<file path="src/rtl/swo_pkg.sv">
// Shared definitions for the SWO receive path: mode encodings, decoder states
// and the default tick-counter width.
package swo_pkg;

  localparam int   SWO_CNT_W_DEFAULT = 17;
  localparam logic SWO_MODE_MANCH    = 1'b0;
  localparam logic SWO_MODE_NRZ      = 1'b1;

  typedef enum logic [2:0] {
    IDLE,
    MEAS,
    BITS,
    START,
    DATA,
    STOP
  } swo_state_t;

endpackage

</file>
<file path="src/rtl/swo_byte_fifo.sv">
// Registered first-word-fall-through byte FIFO. A push into a full FIFO is
// dropped (unless a pop frees a slot in the same cycle) and sets a sticky flag.
module swo_byte_fifo #(
  parameter int DEPTH = 4,
  parameter int WIDTH = 8
) (
  input  logic             clk,
  input  logic             rst,
  input  logic             push,
  input  logic [WIDTH-1:0] push_data,
  input  logic             pop,
  output logic             valid,
  output logic [WIDTH-1:0] data,
  output logic             overflow
);

  localparam int AW = (DEPTH > 1) ? $clog2(DEPTH) : 1;

  logic [WIDTH-1:0] mem [DEPTH];
  logic [AW-1:0]    rd_ptr;
  logic [AW-1:0]    wr_ptr;
  logic [AW:0]      count;
  logic             full;
  logic             do_pop;
  logic             do_push;

  assign full    = (count == (AW+1)'(DEPTH));
  assign valid   = (count != '0);
  assign data    = mem[rd_ptr];
  assign do_pop  = pop && valid;
  assign do_push = push && (!full || do_pop);

  // Pointers wrap naturally because DEPTH is a power of two.
  always_ff @(posedge clk or posedge rst) begin
    if (rst) begin
      for (int i = 0; i < DEPTH; i++) mem[i] <= '0;
      rd_ptr   <= '0;
      wr_ptr   <= '0;
      count    <= '0;
      overflow <= 1'b0;
    end else begin
      if (do_push) begin
        mem[wr_ptr] <= push_data;
        wr_ptr      <= wr_ptr + 1'b1;
      end
      if (do_pop) rd_ptr <= rd_ptr + 1'b1;
      if (push && !do_push) overflow <= 1'b1;
      case ({do_push, do_pop})
        2'b10:   count <= count + 1'b1;
        2'b01:   count <= count - 1'b1;
        default: count <= count;
      endcase
    end
  end

endmodule

</file>
<file path="src/rtl/swo_decoder_mp.sv">
// SWO receive front end: Manchester (auto-baud) or NRZ decoding of two pad
// samples per clock, feeding decoded bytes into a small valid/ready FIFO.
module swo_decoder_mp
  import swo_pkg::*;
#(
  parameter int CNT_W      = SWO_CNT_W_DEFAULT,
  parameter int FIFO_DEPTH = 4,
  parameter int TIMEOUT_HB = 8
) (
  input  logic             clk,
  input  logic             rst,
  input  logic             mode,
  input  logic [CNT_W-1:0] baud_div,
  input  logic             swo_a,
  input  logic             swo_b,
  output logic             byte_valid,
  output logic [7:0]       byte_data,
  input  logic             byte_ready,
  output logic             overflow,
  output logic             frame_err,
  output logic [CNT_W-1:0] hb_len,
  output logic             busy
);

  localparam int TW = CNT_W + $clog2(TIMEOUT_HB + 1);

  swo_state_t       state;
  logic             prev_level;
  logic [CNT_W-1:0] cnt;
  logic [CNT_W-1:0] bit_cnt;
  logic [CNT_W-1:0] phase;
  logic [CNT_W-1:0] div_r;
  logic [2:0]       idx;
  logic [7:0]       shreg;

  logic             t1;
  logic             t2;
  logic             edge_det;
  logic [CNT_W-1:0] restart;
  logic [CNT_W-1:0] cnt_nxt;
  logic [CNT_W:0]   span;
  logic [CNT_W:0]   bit_span;
  logic [CNT_W:0]   mid_thr;
  logic             midbit;
  logic [TW-1:0]    tmo_thr;
  logic             timeout;
  logic             hit;
  logic [CNT_W-1:0] phase_nxt;
  logic             push;
  logic [7:0]       push_data;

  function automatic logic [CNT_W-1:0] sat_inc2(input logic [CNT_W-1:0] v);
    logic [CNT_W:0] s;
    s = {1'b0, v} + (CNT_W+1)'(2);
    return s[CNT_W] ? '1 : s[CNT_W-1:0];
  endfunction

  // Samples arrive as prev_level, swo_a, swo_b; an edge between a and b leaves one sample at the new level.
  assign t1       = (prev_level != swo_a);
  assign t2       = (swo_a != swo_b);
  assign edge_det = t1 || t2;
  assign restart  = t2 ? CNT_W'(1) : CNT_W'(2);
  assign cnt_nxt  = edge_det ? restart : sat_inc2(cnt);
  assign span     = {1'b0, cnt} + {{CNT_W{1'b0}}, ~t1};
  assign bit_span = {1'b0, bit_cnt} + {{CNT_W{1'b0}}, ~t1};
  assign mid_thr  = {1'b0, hb_len} + {1'b0, hb_len >> 1};
  assign midbit   = edge_det && (bit_span >= mid_thr);
  assign tmo_thr  = TW'(TIMEOUT_HB) * TW'(hb_len);
  assign timeout  = !edge_det && (TW'(cnt_nxt) > tmo_thr);

  assign hit       = (phase <= CNT_W'(2));
  assign phase_nxt = hit ? CNT_W'({1'b0, phase} + {1'b0, div_r} - (CNT_W+1)'(2))
                         : phase - CNT_W'(2);

  assign busy = (state != IDLE);

  // The completing bit is merged combinationally so the byte lands in the FIFO on the detecting edge.
  always_comb begin
    push      = 1'b0;
    push_data = shreg;
    case (state)
      BITS: if (midbit && idx == 3'd7) begin
        push      = 1'b1;
        push_data = {prev_level, shreg[6:0]};
      end
      STOP: if (hit && swo_b) push = 1'b1;
      default: ;
    endcase
  end

  // bit_cnt measures time since the last mid-bit edge, so boundary edges (about one half-bit later) fall short of 1.5 half-bits.
  always_ff @(posedge clk or posedge rst) begin
    if (rst) begin
      state      <= IDLE;
      prev_level <= 1'b0;
      cnt        <= '0;
      bit_cnt    <= '0;
      phase      <= '0;
      div_r      <= '0;
      idx        <= '0;
      shreg      <= '0;
      hb_len     <= '0;
      frame_err  <= 1'b0;
    end else begin
      prev_level <= swo_b;
      frame_err  <= 1'b0;
      case (state)
        IDLE: begin
          cnt   <= '0;
          div_r <= baud_div;
          idx   <= '0;
          if (mode == SWO_MODE_MANCH) begin
            if (edge_det && swo_b) begin
              cnt   <= restart;
              state <= MEAS;
            end
          end else if (!swo_b) begin
            phase <= baud_div >> 1;
            state <= START;
          end
        end
        MEAS: begin
          cnt <= cnt_nxt;
          if (edge_det) begin
            hb_len  <= span[CNT_W] ? '1 : span[CNT_W-1:0];
            bit_cnt <= restart;
            idx     <= '0;
            state   <= BITS;
          end else if (&cnt) begin
            state <= IDLE;
          end
        end
        BITS: begin
          cnt <= cnt_nxt;
          if (midbit) begin
            shreg[idx] <= prev_level;
            idx        <= idx + 1'b1;
            bit_cnt    <= restart;
          end else begin
            bit_cnt <= sat_inc2(bit_cnt);
          end
          if (timeout) begin
            if (idx != 3'd0) frame_err <= 1'b1;
            idx   <= '0;
            state <= IDLE;
          end
        end
        START: begin
          phase <= phase_nxt;
          if (hit) begin
            idx   <= '0;
            state <= swo_b ? IDLE : DATA;
          end
        end
        DATA: begin
          phase <= phase_nxt;
          if (hit) begin
            shreg[idx] <= swo_b;
            idx        <= idx + 1'b1;
            if (idx == 3'd7) state <= STOP;
          end
        end
        STOP: begin
          phase <= phase_nxt;
          if (hit) begin
            if (!swo_b) frame_err <= 1'b1;
            state <= IDLE;
          end
        end
        default: state <= IDLE;
      endcase
    end
  end

  swo_byte_fifo #(
    .DEPTH(FIFO_DEPTH),
    .WIDTH(8)
  ) u_fifo (
    .clk      (clk),
    .rst      (rst),
    .push     (push),
    .push_data(push_data),
    .pop      (byte_ready),
    .valid    (byte_valid),
    .data     (byte_data),
    .overflow (overflow)
  );

endmodule

</file>
<file path="config.mk">
export PLATFORM = sky130hd
export DESIGN_NAME = swo_decoder_mp
export DESIGN_NICKNAME = d
export VERILOG_FILES = /design/src/rtl/swo_pkg.sv /design/src/rtl/swo_byte_fifo.sv /design/src/rtl/swo_decoder_mp.sv
export SDC_FILE = /design/constraint.sdc
export NUM_CORES = 1
export LEC_CHECK = 0
export CAP_MARGIN = 20
export CORE_ASPECT_RATIO = 0.6
export CORE_UTILIZATION = 62
export DETAILED_ROUTE_END_ITERATION = 12
export GPL_TIMING_DRIVEN = 0
export PLACE_DENSITY_LB_ADDON = 0.08
export SLEW_MARGIN = 15
export SYNTH_ARGS = -nofsm -noshare
export SYNTH_HDL_FRONTEND = slang
export SYNTH_SLANG_ARGS = --single-unit
</file>
<file path="constraint.sdc">
create_clock -name clk -period 7.1 [get_ports clk]
set_input_delay 0.71 -clock clk [delete_from_list [all_inputs] [get_ports clk]]
set_output_delay 0.71 -clock clk [all_outputs]
set_load 0.01 [all_outputs]
</file>
==> results of run 1 <==
## registers in the layout, indices dropped and copies added, names as in the netlist
| name | cells |
|---|---|
| bit_cnt | 17 |
| cnt | 17 |
| div_r | 17 |
| frame_err | 1 |
| hb_len | 17 |
| idx | 3 |
| phase | 17 |
| prev_level | 1 |
| shreg | 8 |
| state | 3 |
| u_fifo.count | 3 |
| u_fifo.mem | 32 |
| u_fifo.overflow | 1 |
| u_fifo.rd_ptr | 2 |
| u_fifo.wr_ptr | 2 |
## synthesized netlist by cell type, drive strengths merged (11+ instances only)
library cell	count
and3	11
mux2	40
nor3	27
a211oi	11
nand2	130
a31oi	11
clkbuf	35
nor2	72
nand3	35
dfrtp	141
ha	96
xor2	23
o21ai	90
nand4	27
xnor2	40
a21oi	65
inv	104
a21o	26
buf	15
## critical path, cell delays in order
cell and delay [ns]:
clkdlybuf4s50_1 0.51, xnor2_1 0.49, ha_1 0.28, ha_1 0.19, nand3_1 0.19, or3_1 0.51, nor2_1 0.23, nand3_1 0.13
xnor2_1 0.17, ha_1 0.32, and3_1 0.15, o21ai_0 0.29, or2_2 0.18, o22ai_1 0.06, a211o_1 0.39, a31oi_4 0.48
nor2b_2 0.14, inv_1 0.08, ha_1 0.20, inv_1 0.08, fa_1 0.38, xor2_1 0.15, nor2_1 0.15, xor2_1 0.18
## cells by family after synthesis
logic type	after synthesis
adders and majority gates	99
buffers and inverters	154
AOI/OAI and AO/OA	288
muxes	58
and+or+nand+nor	363
xor gates and xnor gates	63
DFF	141
## final cells by class
type / instances / area share [%]
clock buffer: 17 / 3.60
sequential: 141 / 29.9
buffer: 50 / 1.84
clock inverter: 15 / 1.59
tap: 228 / 2.42
timing repair buffer: 52 / 4.56
inverter: 104 / 3.37
multi-input combinational: 871 / 52.7
## per-stage QoR
stage               instance area (um2)  setup slack, ns  utilization [%]  instances
floorplan                         10400             1.86                -       1166
global placement                  11200            0.590             68.6       1445
detailed placement                11200            0.514             68.8       1446
CTS                               11800            0.895             72.6       1478
global route                      11800            0.470             72.6       1478
finish                            11800            0.838             72.6       1478
## final timing paths
| kind | from | to | depth (start not counted) |
|---|---|---|---|
| setup / recovery | swo_a | u_fifo.count[2] | 24 |
| hold / removal | u_fifo.overflow | u_fifo.overflow | 1 |
| setup reg to reg | hb_len[1] | u_fifo.count[2] | 25 |
| hold reg to reg | u_fifo.overflow | u_fifo.overflow | 1 |
| max in group asynchronous | rst | phase[1] | 3 |
| min in group asynchronous | rst | u_fifo.mem[13] | 2 |
## layer usage
layer,global-route usage [%],wire length (um),vias up
met5,0,0,-
li1,-,-,4312
met1,50.6,13200,4312
met3,8.21,2770,14
met4,6.22,153,0
met2,47.0,11300,409
## report_power, final
group          total [uW]  switching [uW]  leakage, uW  internal (uW)
registers            1150             181      0.00185            969
clock network         922             442     0.000295            480
logic                2740            1640      0.00325           1100
## placed cells by master, fill, tap and decap left out, types with 11 or more instances in the layout
| cell type | synthesis | final |
|---|---|---|
| mux2_2 | 39 | 39 |
| clkbuf_1 | 34 | 34 |
| inv_1 | 104 | 103 |
| nor3_1 | 25 | 25 |
| nand2_1 | 128 | 128 |
| xor2_1 | 23 | 23 |
| a211oi_1 | 11 | 11 |
| clkdlybuf4s50_1 | 0 | 51 |
| xnor2_1 | 40 | 40 |
| nand3_1 | 35 | 35 |
| and3_1 | 11 | 11 |
| nand4_1 | 26 | 26 |
| ha_1 | 96 | 96 |
| dfrtp_1 | 141 | 141 |
| clkbuf_16 | 0 | 17 |
| a21oi_1 | 65 | 65 |
| o21ai_0 | 89 | 89 |
| nor2_1 | 67 | 67 |
| a21o_1 | 26 | 26 |
==> impl_metrics.tcl, run 1 <==
set metrics [dict create \
    row_count 36 \
    crit_path_start_kind "input port" \
    async_reset_ff_share_pct 100 \
    fp.dieH_um 102 \
    crit_required_ns 7.46 \
    fill_cells 1216 \
    synth_xor_area_share_pct 5.33 \
    grt_overflow 0 \
    setup_viol 0 \
    slew_violations 0 \
    rsz0062_at_grt "no" \
    dp_hpwl_mm 20.2 \
    max_freq_ghz 0.160 \
    fp.coreArea_um2 16300 \
    cts_root_buf "clkbuf_16" \
    cts_tree "done" \
    ys.flop_type "dfrtp_1" \
    start_util_pct 63.7 \
    holdBufCountCts 0 \
    syn_avg_cell_area_um2 8.89 \
    htreeDepth 4 \
    rrSetupSlack_ns 0.94 \
    cp_max_fo 6 \
    synth_fa_ha_area_share_pct 12.2 \
    synth_compound_area_share_pct 17.9 \
    ios 52 \
    synth_top_family_by_area "compound AO/OA/AOI/OAI gates" \
    hold_viol 0 \
    synth.distinct_cells 86 \
    cp.arrival_ns 6.63 \
    viasPerCell 6.12 \
    end_kind "register" \
    timing.max_cap.violations 0 \
    slew_headroom_pct 30.8 \
    yosys.area_share.simple_pct 17.6 \
    hp-class "reg2reg" \
    die_area_um2 17200 \
    p_per_area_nw_per_um2 408 \
    fin_crit_sh_pct 88.2 \
    p_leak_uw 0.00540 \
    clock_latency_ns 0.44 \
    multi_input_area_um2 6220 \
    globalplace.congestion 0.963 \
    cts_sinks 141 \
    seq_area_frac_synth_pct 34.1 \
    yosys-top-cells-area "dfrtp_1 34%, ha_1 12%, nand2_1 4.6%, o21ai_0 4.3%, mux2_2 4.2%" \
    grt.total_usage_pct 33.0 \
    yosysTopAreaCellShare_pct 34.1 \
    clkTransAtPathRegs_ns 0.08 \
    grt_pass1_wl_mm 43.9 \
    cts_made_buffers 17 \
    fin_crit_ns 6.26 \
    synth_area_um2 10400 \
    drc 0 \
    dr.first_iter.drc_count 1068 \
    final_nets 1359 \
    total_power_uw 4810 \
    yosysWarnings 0 \
    tightest_slew_ns 1.04 \
    outcome "complete, no violations" \
    post_cts_resized 0 \
    cts.path.max_buffers 2 \
    antenna_found_initial 0 \
    wl_per_cell_um 18.5 \
    drive_gt1_share_pct 10.4 \
    vias 9047 \
    post_cts_buffers 0 \
    wl_mm 27.4 \
    synth_cells 1166 \
    synth_edf_count 0 \
    vdd_ir_drop_max_v 0.000342 \
    finalSetupTns_ns 0 \
    grt_start_max_net_pins 105 \
    portBuffers 51 \
    syn_nets 1288 \
    ys_seq_elements 141 \
    yosys-mux-area-fraction_pct 7.09 \
    antenna_left 0 \
    synth_top_area_cell "dfrtp_1" \
    worstSetupPathType "in2reg" \
    diodes 0 \
    die_x_um 169 \
    areaGrowthSynthToFinish_pct 13.9 \
    grt_pass1_vias 8432 \
    dr.pass1.iters 5 \
    seq_area_um2 3530 \
    timing.hold.ws_ns 0.480 \
    finalClockSkew_ns 0.0178 \
]
Note: power is estimated with default switching activity, not from simulation.
==> run 2, diff against run 1 <==
--- a/config.mk
+++ b/config.mk
@@ -14,4 +14,5 @@
 export SLEW_MARGIN = 15
 export SYNTH_ARGS = -nofsm -noshare
 export SYNTH_HDL_FRONTEND = slang
+export SYNTH_HIERARCHICAL = 1
 export SYNTH_SLANG_ARGS = --single-unit
==> impl_metrics.tcl, run 2 <==
set metrics [dict create \
    async_reset_ff_share_pct 100 \
    cp.arrival_ns 6.65 \
    dr.first_iter.drc_count 849 \
    grt_pass1_wl_mm 43.6 \
    grt.total_usage_pct 32.6 \
    drive_gt1_share_pct 9.20 \
    timing.max_cap.violations 0 \
    critPathMostFrequentCell "ha_1" \
    wl_mm 26.8 \
    die_x_um 169 \
    synth_top_area_cell "dfrtp_1" \
    cts.path.max_buffers 2 \
    tightest_slew_ns 1.11 \
    ios 52 \
    synth_edf_count 0 \
    viasPerCell 6.08 \
    fin_crit_sh_pct 88.7 \
    grt_pass1_vias 8199 \
    rsz0062_at_grt "no" \
    synth_cells 1156 \
    areaGrowthSynthToFinish_pct 13.7 \
    syn_avg_cell_area_um2 8.96 \
    wl_per_cell_um 18.3 \
    outcome "complete, no violations" \
    worst_slack_ns 0.806 \
    yosysTopAreaCellShare_pct 34.1 \
    post-place-ws_ns 0.990 \
    ys_seq_elements 141 \
    end_kind "register" \
    clock_latency_ns 0.43 \
    seq_area_frac_synth_pct 34.1 \
    cts_made_buffers 17 \
    hp-class "reg2reg" \
    dpl_cell_area_um2 11200 \
    max_freq_ghz 0.159 \
    largest_reg_flops 32 \
    dp_hpwl_mm 20.1 \
    post_cts_resized 0 \
    layout_common_cells "141 x dfrtp_1, 101 x inv_1, 99 x o21ai_0, 97 x nand2_1, 96 x ha_1" \
    finalSetupTns_ns 0 \
    setup_viol 0 \
    finalClockSkew_ns 0.00790 \
    crit_path_start_kind "register" \
    fp.coreArea_um2 16300 \
    die_area_um2 17200 \
    portBuffers 50 \
    antenna_left 0 \
    p_per_area_nw_per_um2 186 \
    fin_crit_ns 6.29 \
    grt_start_max_net_pins 57 \
    row_count 36 \
    worstSetupPathType "reg2reg" \
    drc 0 \
    path_cells "ha_1 > fa_1 > a211oi_1 > o21ai_0 > nor2b_1 > a41o_1 > o211ai_1 > nand2b_1 > xnor2_1 > ha_1 > and4_1 > o2111ai_1 > nor2_1 > a221oi_1 > nor3_2 > nand2_1 > o21ai_0 > or2b_2 > ha_1 > inv_1 > fa_1 > xor2_1 > nor2_1 > xor2_1" \
    cts_sinks 141 \
    final_nets 1349 \
    p_leak_uw 0.00521 \
    synth_area_um2 10400 \
    syn_nets 1278 \
    htreeDepth 4 \
    cts_tree "done" \
    yosys-top-cells-area "dfrtp_1 34%, ha_1 12%, o21ai_0 4.8%, mux2_2 4.7%, xnor2_1 4.7%" \
    slew_headroom_pct 25.4 \
    vias 8919 \
    fp.dieH_um 102 \
    antenna_found_initial 0 \
    synth.distinct_cells 77 \
    final_core_util_pct 72.4 \
    crit_slowest_cell "a221oi_1" \
    hold_viol 0 \
    ys.flop_type "dfrtp_1" \
    diodes 0 \
    design_area_um2 11800 \
    cts_root_buf "clkbuf_16" \
    reg2reg_depth 24 \
    crit_required_ns 7.45 \
    globalplace.congestion 0.962 \
    cp_max_fo 10 \
    yosysWarnings 6 \
    fill_cells 1280 \
    slew_violations 0 \
    layout_commonest_cell "dfrtp_1" \
    max_stage_delay_ns 0.65 \
    clkTransAtPathRegs_ns 0.06 \
    dr.pass1.iters 5 \
    regMostFlops "u_fifo/mem" \
    holdPathStages 1 \
    post_cts_buffers 0 \
    grt_overflow 0 \
    holdBufCountCts 0 \
    vdd_ir_drop_max_v 0.000216 \
    start_util_pct 63.7 \
    synthTopCellsByCount "141 x dfrtp_1, 103 x inv_1, 99 x o21ai_0, 97 x nand2_1, 96 x ha_1" \
    synth.most_common_cell "dfrtp_1" \
]
==> run 2: cell types whose count changed after synthesis, moves of 9 or more <==
cell,delta
o21ai_0,+10
nand4_1,-16
o21a_1,+9
nand2_1,-31
nor3_1,-10
xnor2_1,+15
a21oi_1,+16
==> run 2: path summary, 6_finish.rpt <==
kind	from	to	slack (ns)
setup / recovery	hb_len[1]	u_fifo/count[2]	0.81
hold / removal	u_fifo/overflow	u_fifo/overflow	0.47
setup reg to reg	hb_len[1]	u_fifo/count[2]	0.81
hold reg to reg	u_fifo/overflow	u_fifo/overflow	0.47
max in group asynchronous	rst	cnt[10]	5.73
min in group asynchronous	rst	u_fifo/mem[15]	0.66
==> run 2: per-stage QoR <==
step / hold slack [ns] / cells / power (uW)
after floorplan: 0.450 / 1156 / 1180
after global placement: 0.442 / 1434 / 1280
after detailed placement: 0.470 / 1436 / 1290
after CTS: 0.484 / 1467 / 2190
after global routing: 0.504 / 1467 / 2270
final: 0.473 / 1467 / 2180
==> run 2: layout make-up <==
type                            instances  area, um2  share of cell area (%)
Buffer                                 46        185                    1.57
Clock buffer                           18        439                    3.73
Timing Repair Buffer                   52        548                    4.66
Multi-Input combinational cell        865       6250                    53.1
Inverter                              104        395                    3.36
Sequential cell                       141       3530                    30.0
Tap cell                              228        285                    2.42
Clock inverter                         13        141                    1.20
==> run 2: cell families (layout without fill, tap and decap cells) <==
logic type	Yosys count	in the layout	synth area share, %
AOI/OAI and AO/OA	332	332	20.5
adders and majority gates	99	99	12.2
DFF	141	141	34.1
muxes	54	54	6.76
and+or+nand+nor	300	300	14.1
buffers and inverters	150	233	5.56
xor gates and xnor gates	80	80	6.77
==> run 2: per-layer routing <==
metal,vias up,track usage (%),wire length [um]
li1,4286,-,-
met1,4263,52.1,13700
met2,350,44.8,10600
met3,20,6.51,2270
met4,0,6.64,191
met5,-,0,0
==> run 2: worst max-delay path: cells and delay by family, from the launching register on <==
| kind | cells | cell delay [ns] |
|---|---|---|
| compound gates | 7 | 2.13 |
| fa+ha+maj | 5 | 1.55 |
| simple gates | 8 | 1.41 |
| xor+xnor | 3 | 0.62 |
| flops | 1 | 0.45 |
| buf+inv | 1 | 0.06 |
==> run 2: power breakdown <==
group          switching (uW)  internal (uW)
clock network             370            526
registers                40.5            842
logic                     230            175
total                     641           1540
